`src/rtl/riscv_mem_arbiter.sv`:
```
// Arbiter that lets an instruction-fetch port and a load/store port share one
// memory port. At most one transaction is outstanding. Data wins a tie, but
// fetch is guaranteed a grant after STARVE_MAX back-to-back data grants.
module riscv_mem_arbiter #(
  parameter int STARVE_MAX = 4
) (
  input  logic        clk,
  input  logic        reset,
  // fetch port
  input  logic        i_req,
  input  logic [31:0] i_addr,
  output logic        i_gnt,
  output logic        i_rvalid,
  output logic [31:0] i_rdata,
  // load/store port
  input  logic        d_req,
  input  logic        d_we,
  input  logic [3:0]  d_be,
  input  logic [31:0] d_addr,
  input  logic [31:0] d_wdata,
  output logic        d_gnt,
  output logic        d_rvalid,
  output logic [31:0] d_rdata,
  // shared memory port
  output logic        mem_req,
  output logic        mem_we,
  output logic [3:0]  mem_be,
  output logic [31:0] mem_addr,
  output logic [31:0] mem_wdata,
  input  logic        mem_gnt,
  input  logic        mem_rvalid,
  input  logic [31:0] mem_rdata,
  output logic        busy
);

  localparam int CW = (STARVE_MAX < 1) ? 1 : $clog2(STARVE_MAX + 1);
  localparam logic [CW-1:0] STARVE_LIM = CW'(STARVE_MAX);

  typedef enum logic [1:0] {
    IDLE  = 2'd0,
    ISSUE = 2'd1,
    RESP  = 2'd2
  } state_t;

  state_t        state_q, state_d;
  logic [CW-1:0] starve_cnt_q, starve_cnt_d;
  logic          owner_q, owner_d;      // 1 = data port owns the transaction
  logic          we_q, we_d;
  logic [3:0]    be_q, be_d;
  logic [31:0]   addr_q, addr_d;
  logic [31:0]   wdata_q, wdata_d;
  logic          fetch_win;

  // State, starvation counter and latched command registers.
  always_ff @(posedge clk or posedge reset) begin
    if (reset) begin
      state_q      <= IDLE;
      starve_cnt_q <= '0;
      owner_q      <= 1'b0;
      we_q         <= 1'b0;
      be_q         <= 4'h0;
      addr_q       <= 32'h0;
      wdata_q      <= 32'h0;
    end else begin
      state_q      <= state_d;
      starve_cnt_q <= starve_cnt_d;
      owner_q      <= owner_d;
      we_q         <= we_d;
      be_q         <= be_d;
      addr_q       <= addr_d;
      wdata_q      <= wdata_d;
    end
  end

  // Arbitration, next-state and per-port grant/response outputs.
  always_comb begin
    state_d      = state_q;
    starve_cnt_d = starve_cnt_q;
    owner_d      = owner_q;
    we_d         = we_q;
    be_d         = be_q;
    addr_d       = addr_q;
    wdata_d      = wdata_q;
    i_gnt        = 1'b0;
    d_gnt        = 1'b0;
    i_rvalid     = 1'b0;
    d_rvalid     = 1'b0;
    i_rdata      = 32'h0;
    d_rdata      = 32'h0;
    fetch_win    = i_req && (!d_req || (starve_cnt_q == STARVE_LIM));

    case (state_q)
      IDLE: begin
        // Grants are suppressed while reset is held, since reset is asynchronous
        // and the request inputs may still be active.
        if ((i_req || d_req) && !reset) begin
          state_d = ISSUE;
          if (fetch_win) begin
            i_gnt        = 1'b1;
            owner_d      = 1'b0;
            we_d         = 1'b0;
            be_d         = 4'hF;
            addr_d       = i_addr;
            wdata_d      = 32'h0;
            starve_cnt_d = '0;
          end else begin
            d_gnt   = 1'b1;
            owner_d = 1'b1;
            we_d    = d_we;
            be_d    = d_be;
            addr_d  = d_addr;
            wdata_d = d_wdata;
            // Only a data grant that made fetch wait counts toward starvation.
            if (!i_req) begin
              starve_cnt_d = '0;
            end else if (starve_cnt_q != STARVE_LIM) begin
              starve_cnt_d = starve_cnt_q + CW'(1);
            end
          end
        end
      end
      ISSUE: begin
        if (mem_gnt) begin
          state_d = RESP;
        end
      end
      RESP: begin
        // Response is forwarded combinationally to whichever port owns it.
        if (mem_rvalid) begin
          state_d = IDLE;
          if (owner_q) begin
            d_rvalid = 1'b1;
            d_rdata  = mem_rdata;
          end else begin
            i_rvalid = 1'b1;
            i_rdata  = mem_rdata;
          end
        end
      end
      default: state_d = IDLE;
    endcase
  end

  assign mem_req   = (state_q == ISSUE);
  assign mem_we    = we_q;
  assign mem_be    = be_q;
  assign mem_addr  = addr_q;
  assign mem_wdata = wdata_q;
  assign busy      = (state_q != IDLE);

endmodule

```
`config.mk`:
```
export PLATFORM = sky130hd
export DESIGN_NAME = riscv_mem_arbiter
export DESIGN_NICKNAME = d
export VERILOG_FILES = /design/src/rtl/riscv_mem_arbiter.sv
export SDC_FILE = /design/constraint.sdc
export NUM_CORES = 1
export LEC_CHECK = 0
export BUFFER_PORTS_ARGS = -buffer_cell sky130_fd_sc_hd__buf_2
export CAP_MARGIN = 20
export CORE_AREA = 2 2 106 108
export DETAILED_ROUTE_END_ITERATION = 12
export DIE_AREA = 0 0 108 110
export MAX_ROUTING_LAYER = met4
export PLACE_DENSITY = 0.74
export SLEW_MARGIN = 20
export SYNTH_ARGS = -nofsm -noshare
export SYNTH_HDL_FRONTEND = slang
export SYNTH_SLANG_ARGS = --single-unit
```
`constraint.sdc`:
```
create_clock -name clk -period 1.9 [get_ports clk]
set_input_delay 0.095 -clock clk [delete_from_list [all_inputs] [get_ports clk]]
set_output_delay 0.095 -clock clk [all_outputs]
set_load 0.005 [all_outputs]
```
Word-level counts from Yosys, hierarchy flattened
Index checks and enable logic that the tools add are counted.

$add $sub $neg: 1. Eq/ne operators: 8. Multiplexer cells: 29. Reduce and logical (&&, ||, !) cells: 11.

Operator list (number): $mux W32 (8); $mux W1 (13); $mux W3 (3); $mux W2 (3); $pmux W2 S3 (1); $reduce_and A3 Y1 (2); $mux W4 (1); $ne A2 B2 Y1 const B (2); $add A3 B1 Y3 const B (1); $eq A3 B3 Y1 const B (1); $ne A3 B1 Y1 const B (1); $ne A3 B3 Y1 const B (1); $eq A2 B1 Y1 const B (1); $eq A2 B2 Y1 const B (1); $logic_and A1 B1 Y1 (2); $logic_not A1 Y1 (2); $logic_not A2 Y1 (1); $logic_or A1 B1 Y1 (2); $ne A2 B1 Y1 const B (1); $reduce_and A2 Y1 (1); $reduce_bool A2 Y1 (1).

Bits in registers: 75. Input bits: 139. Output and inout port bits: 139. Logic and storage cells: 56.

Depth between registers and ports, before layout
Depth after elaboration: 6. Gate-level depth with buffers: 7. Mapped depth without buffers: 6.

Least setup slack after synthesis
No wires, ideal clock.

Path type: register -> register. Start: register starve_cnt_q[0]. End: register addr_q[26], in the netlist mem_addr[26]. Library setup time: 82 ps. Data arrival time: 1424 ps. Required time: 1818 ps. Path slack: 394 ps. Cell stages (with the launch flop): 7. Path buffers: 1. Clock period less this slack: 1506 ps. Cell sequence: dfrtp_1 > inv_1 > ha_1 > a21boi_1 > clkbuf_1 > o21ai_0 > a31oi_1.

Word-level cells in the longest chain between the ends: 4.

Ends and longest elaborated chain: from (decl) (line 46) `logic [CW-1:0] starve_cnt_q, starve_cnt_d;`; from (signal assigned) (line 66) `starve_cnt_q <= starve_cnt_d;`; $eq A3 B3 Y1 (line 90) `fetch_win = i_req && (!d_req || (starve_cnt_q == STARVE_LIM));`; $logic_or A1 B1 Y1 (line 90); $logic_and A1 B1 Y1 (line 90); $mux W32 (line 98) `if (fetch_win) begin`; to (signal assigned) (line 70) `addr_q <= addr_d;`; to (decl) (line 50) `logic [31:0] addr_q, addr_d;`.

No other way between the ends. A chain may end at the register's enable or synchronous reset.

Worst setup path after layout
Start: register starve_cnt_q[0]. End: output d_gnt.

Word-level cells in the longest chain between the ends: 6.

Ends and longest elaborated chain: $eq A3 B3 Y1 (line 90); $logic_or A1 B1 Y1 (line 90); $logic_and A1 B1 Y1 (line 90); $mux W1 (line 98); $mux W1 (line 96) `if ((i_req || d_req) && !reset) begin`; $mux W1 (line 92) `case (state_q)`; to (decl) (line 21) `output logic d_gnt,`.

No other way between the ends.

==> impl_results.md <==
- Status: complete, no violations
- CP required: 1.80 ns
- Via Count: about 4,300
- Tcrit/Tclk final: a little over nine tenths
- Number of global-route vias before repair: 4,133
- CORE AREA: 10,700 um2
- Setup violators final: 0
- Fmax: between 500 and 600 MHz
- Yosys warnings: 0
- Slew Viols, Final: 0
- Worst Reg2Reg Path Length in Cells: 6
- Worst Path Arrival: about 1.7 ns
- Initial Utilization: around a third
- Peak supply drop: around 0.0005 V
- Ports: approximately 280
- Die area: ~12,000 um2
- Syn Inst Count: about 380
- Most common cell after layout, fill and taps aside: buf_2
- First-pass GRT wire length: approximately 20 mm
- Layout Skew: 0.0113 ns
- Startpoint class of the critical path: register
- Fraction of layout cells with a size suffix above 1: roughly 45%
- Minimum clock period after layout: 1.82 ns
- IO Port Bufs: between 200 and 300
- LEAKAGE: between 3 and 4 nW
- Crit-path max cell delay: approximately 0.39 ns
- Avg Cell Area, Syn: approximately 9.8 um2
- Area Overhead vs Synth: 64.1%
- Num rows: 38
- Pre-CTS worst setup slack: roughly 0.21 ns
- Fillers: a little over 900
- DR pass1 iterations: 5
- Reg clk slew, reported paths: approximately 0.08 ns
- Unrepaired setup endpoints after global routing: yes
- DR vias/cell: between 5 and 6
- Grt ovf: 0
- Total track usage: a little under a quarter
- Largest net degree at the start of global routing: 36
- Routed wire length: roughly 14 mm
- Crit-path cells: inv_1 > ha_2 > nand2_1 > o211ai_4 > inv_8 > buf_2
- WHS Path Cells: 3
- Final Power: a little over 7 mW
- Synth async-reset ratio: 100%
- Clock Tree Buf Depth: 2
- Seq/Total Area, Yosys: around 51%
- Worst Path Max Fanout: 34
- TritonCTS clock tree: built
- Routability congestion estimate from global placement: 0.828
- Hold Slack: 0.0171 ns
- Die X: approximately 110 um
- Final WS setup: 0.0778 ns
- Synth Cell Area: roughly 3700 um2
- Fin nets: around 840
- Transition time at the pin with the least slew margin: 0.613 ns
- Post-synthesis register bit count: 75
- Initial antenna violation count: 3
- Die Y: roughly 110 um
- CTS sink count: 75
- Total CTS buffers: 9
- Detailed Place HPWL: a little under 10 mm
- Final hold vios: 0
- H-tree depth: 3
- WS Path Type: reg -> out
- Root Driver: clkbuf_8
- Most frequent cells in the layout: 277 x buf_2, 75 x dfrtp_1, 65 x and2_1
- Clk_lat worst skew: about 0.36 ns
- Endpoint type of the worst setup path: output pin
- Net count after synthesis: roughly 520
- Utilization after layout: a little under three fifths
- Worst Hold Class: in -> reg
- Per-cell routed wire length: 16.5 um
- Drt initial violations: about 300
- Number of max-cap violations: 0
- Worst relative slew slack: just under 60%
- Synth cell types: 33
- Number of flops mapped to enable cells by yosys: 0
- Primary FF master, synth: dfrtp_1
- Slowest CP cell: dfrtp_1
- DRC viols: 0
- Antenna-violating nets left: 0
- Power Dens Cells: 1180 nW/um2
## routing by layer
| layer | global-route usage [%] | vias up | part of all wire, % |
|---|---|---|---|
| met5 | - | - | 0 |
| met4 | 8.24 | 0 | 3.0 |
| met3 | 4.70 | 29 | 6.9 |
| met2 | 43.3 | 220 | 55 |
| met1 | 23.9 | 2055 | 35 |
| li1 | - | 2004 | - |
## sequential cells by signal, summed over array words and instances (netlist names)
register,cells
mem_be,4
owner_q,1
starve_cnt_q,3
state_q,2
mem_we,1
mem_addr,32
mem_wdata,32
## cell families (layout without fill, tap and decap cells)
family	after synthesis	in the layout	share of synthesized area, %
flip-flops	75	75	50.8
buffers and inverters	46	373	5.79
adder cells (fa/ha/maj)	2	2	0.677
other	0	2	0
multiplexers	1	1	0.305
AO/OA/AOI/OAI	141	141	24.5
AND/OR/NAND/NOR	113	113	17.9
## worst paths after layout
| kind | startpoint | to | slack (ns) |
|---|---|---|---|
| worst max-delay path | starve_cnt_q[0]$_DFFE_PP0P_ | d_gnt | 0.08 |
| worst min-delay path | i_addr[2] | mem_addr[2]$_DFFE_PP0P_ | 0.02 |
| worst max register to register | starve_cnt_q[0]$_DFFE_PP0P_ | mem_addr[15]$_DFFE_PP0P_ | 0.31 |
| worst min register to register | mem_wdata[17]$_DFFE_PP0P_ | mem_wdata[17]$_DFFE_PP0P_ | 0.51 |
| max in group asynchronous | reset | mem_addr[13]$_DFFE_PP0P_ | 0.86 |
| min in group asynchronous | reset | mem_wdata[9]$_DFFE_PP0P_ | 0.42 |
## through the flow
stage / instances / cell area [um2] / TNS, ns
2_1_floorplan: 378 / 3700 / 0
3_5_place_dp: 769 / 5200 / 0
3_3_place_gp: 769 / 5200 / 0
4_1_cts: 844 / 6020 / -0.0121
6_report: 847 / 6060 / 0
5_1_grt: 847 / 6060 / -0.0269
## Yosys cell counts (2+ instances only)
cell       n  share of area [%]
a21oi_1   32                4.3
a22o_1    33                7.8
a31oi_1   32                5.4
and2_1    65                 11
buf_2      9                1.2
buf_4      4               0.81
buf_6      2               0.61
clkbuf_1  23                2.3
dfrtp_1   75                 51
ha_1       2               0.68
inv_1      6               0.61
nand2_1    3               0.30
nand2b_1   2               0.34
nand3_1   32                4.3
nand4_1    3               0.51
o21ai_0   35                4.7
o22a_1     4               0.95
## cell type report
cell class                 instances  area (um2)  share of cell area [%]
timing repair buffer             350        2100                    34.7
sequential                        75        1880                    31.0
multi-input combinational        257        1640                    27.0
tap                              140         175                    2.89
clock buffer                       9         124                    2.04
clock inverter                     7         105                    1.73
inverter                           7        37.5                   0.619
antenna                            2        5.00                  0.0825
## power by group
part	internal [mW]	switching, mW
Combinational	1.48	1.42
Clock	0.762	0.662
Sequential	2.38	0.482
## worst max-delay path, delay by kind of cell, from the launching register on
family / cells / cell delay, ns
flops: 1 / 0.39
buf+inv: 3 / 0.39
compound gates: 1 / 0.29
fa+ha+maj: 1 / 0.21
simple gates: 1 / 0.09
## timing repair
item / CTS / global route
endpoints found under the setup margin: 2 / 31
hold buffers: 59 / 0
gates resized for setup: 3 / 7
endpoints found under the hold margin: 79 / 0
pin swaps: 0 / 2
buffers inserted: 0 / 1
(Power assumes the default switching activity.)
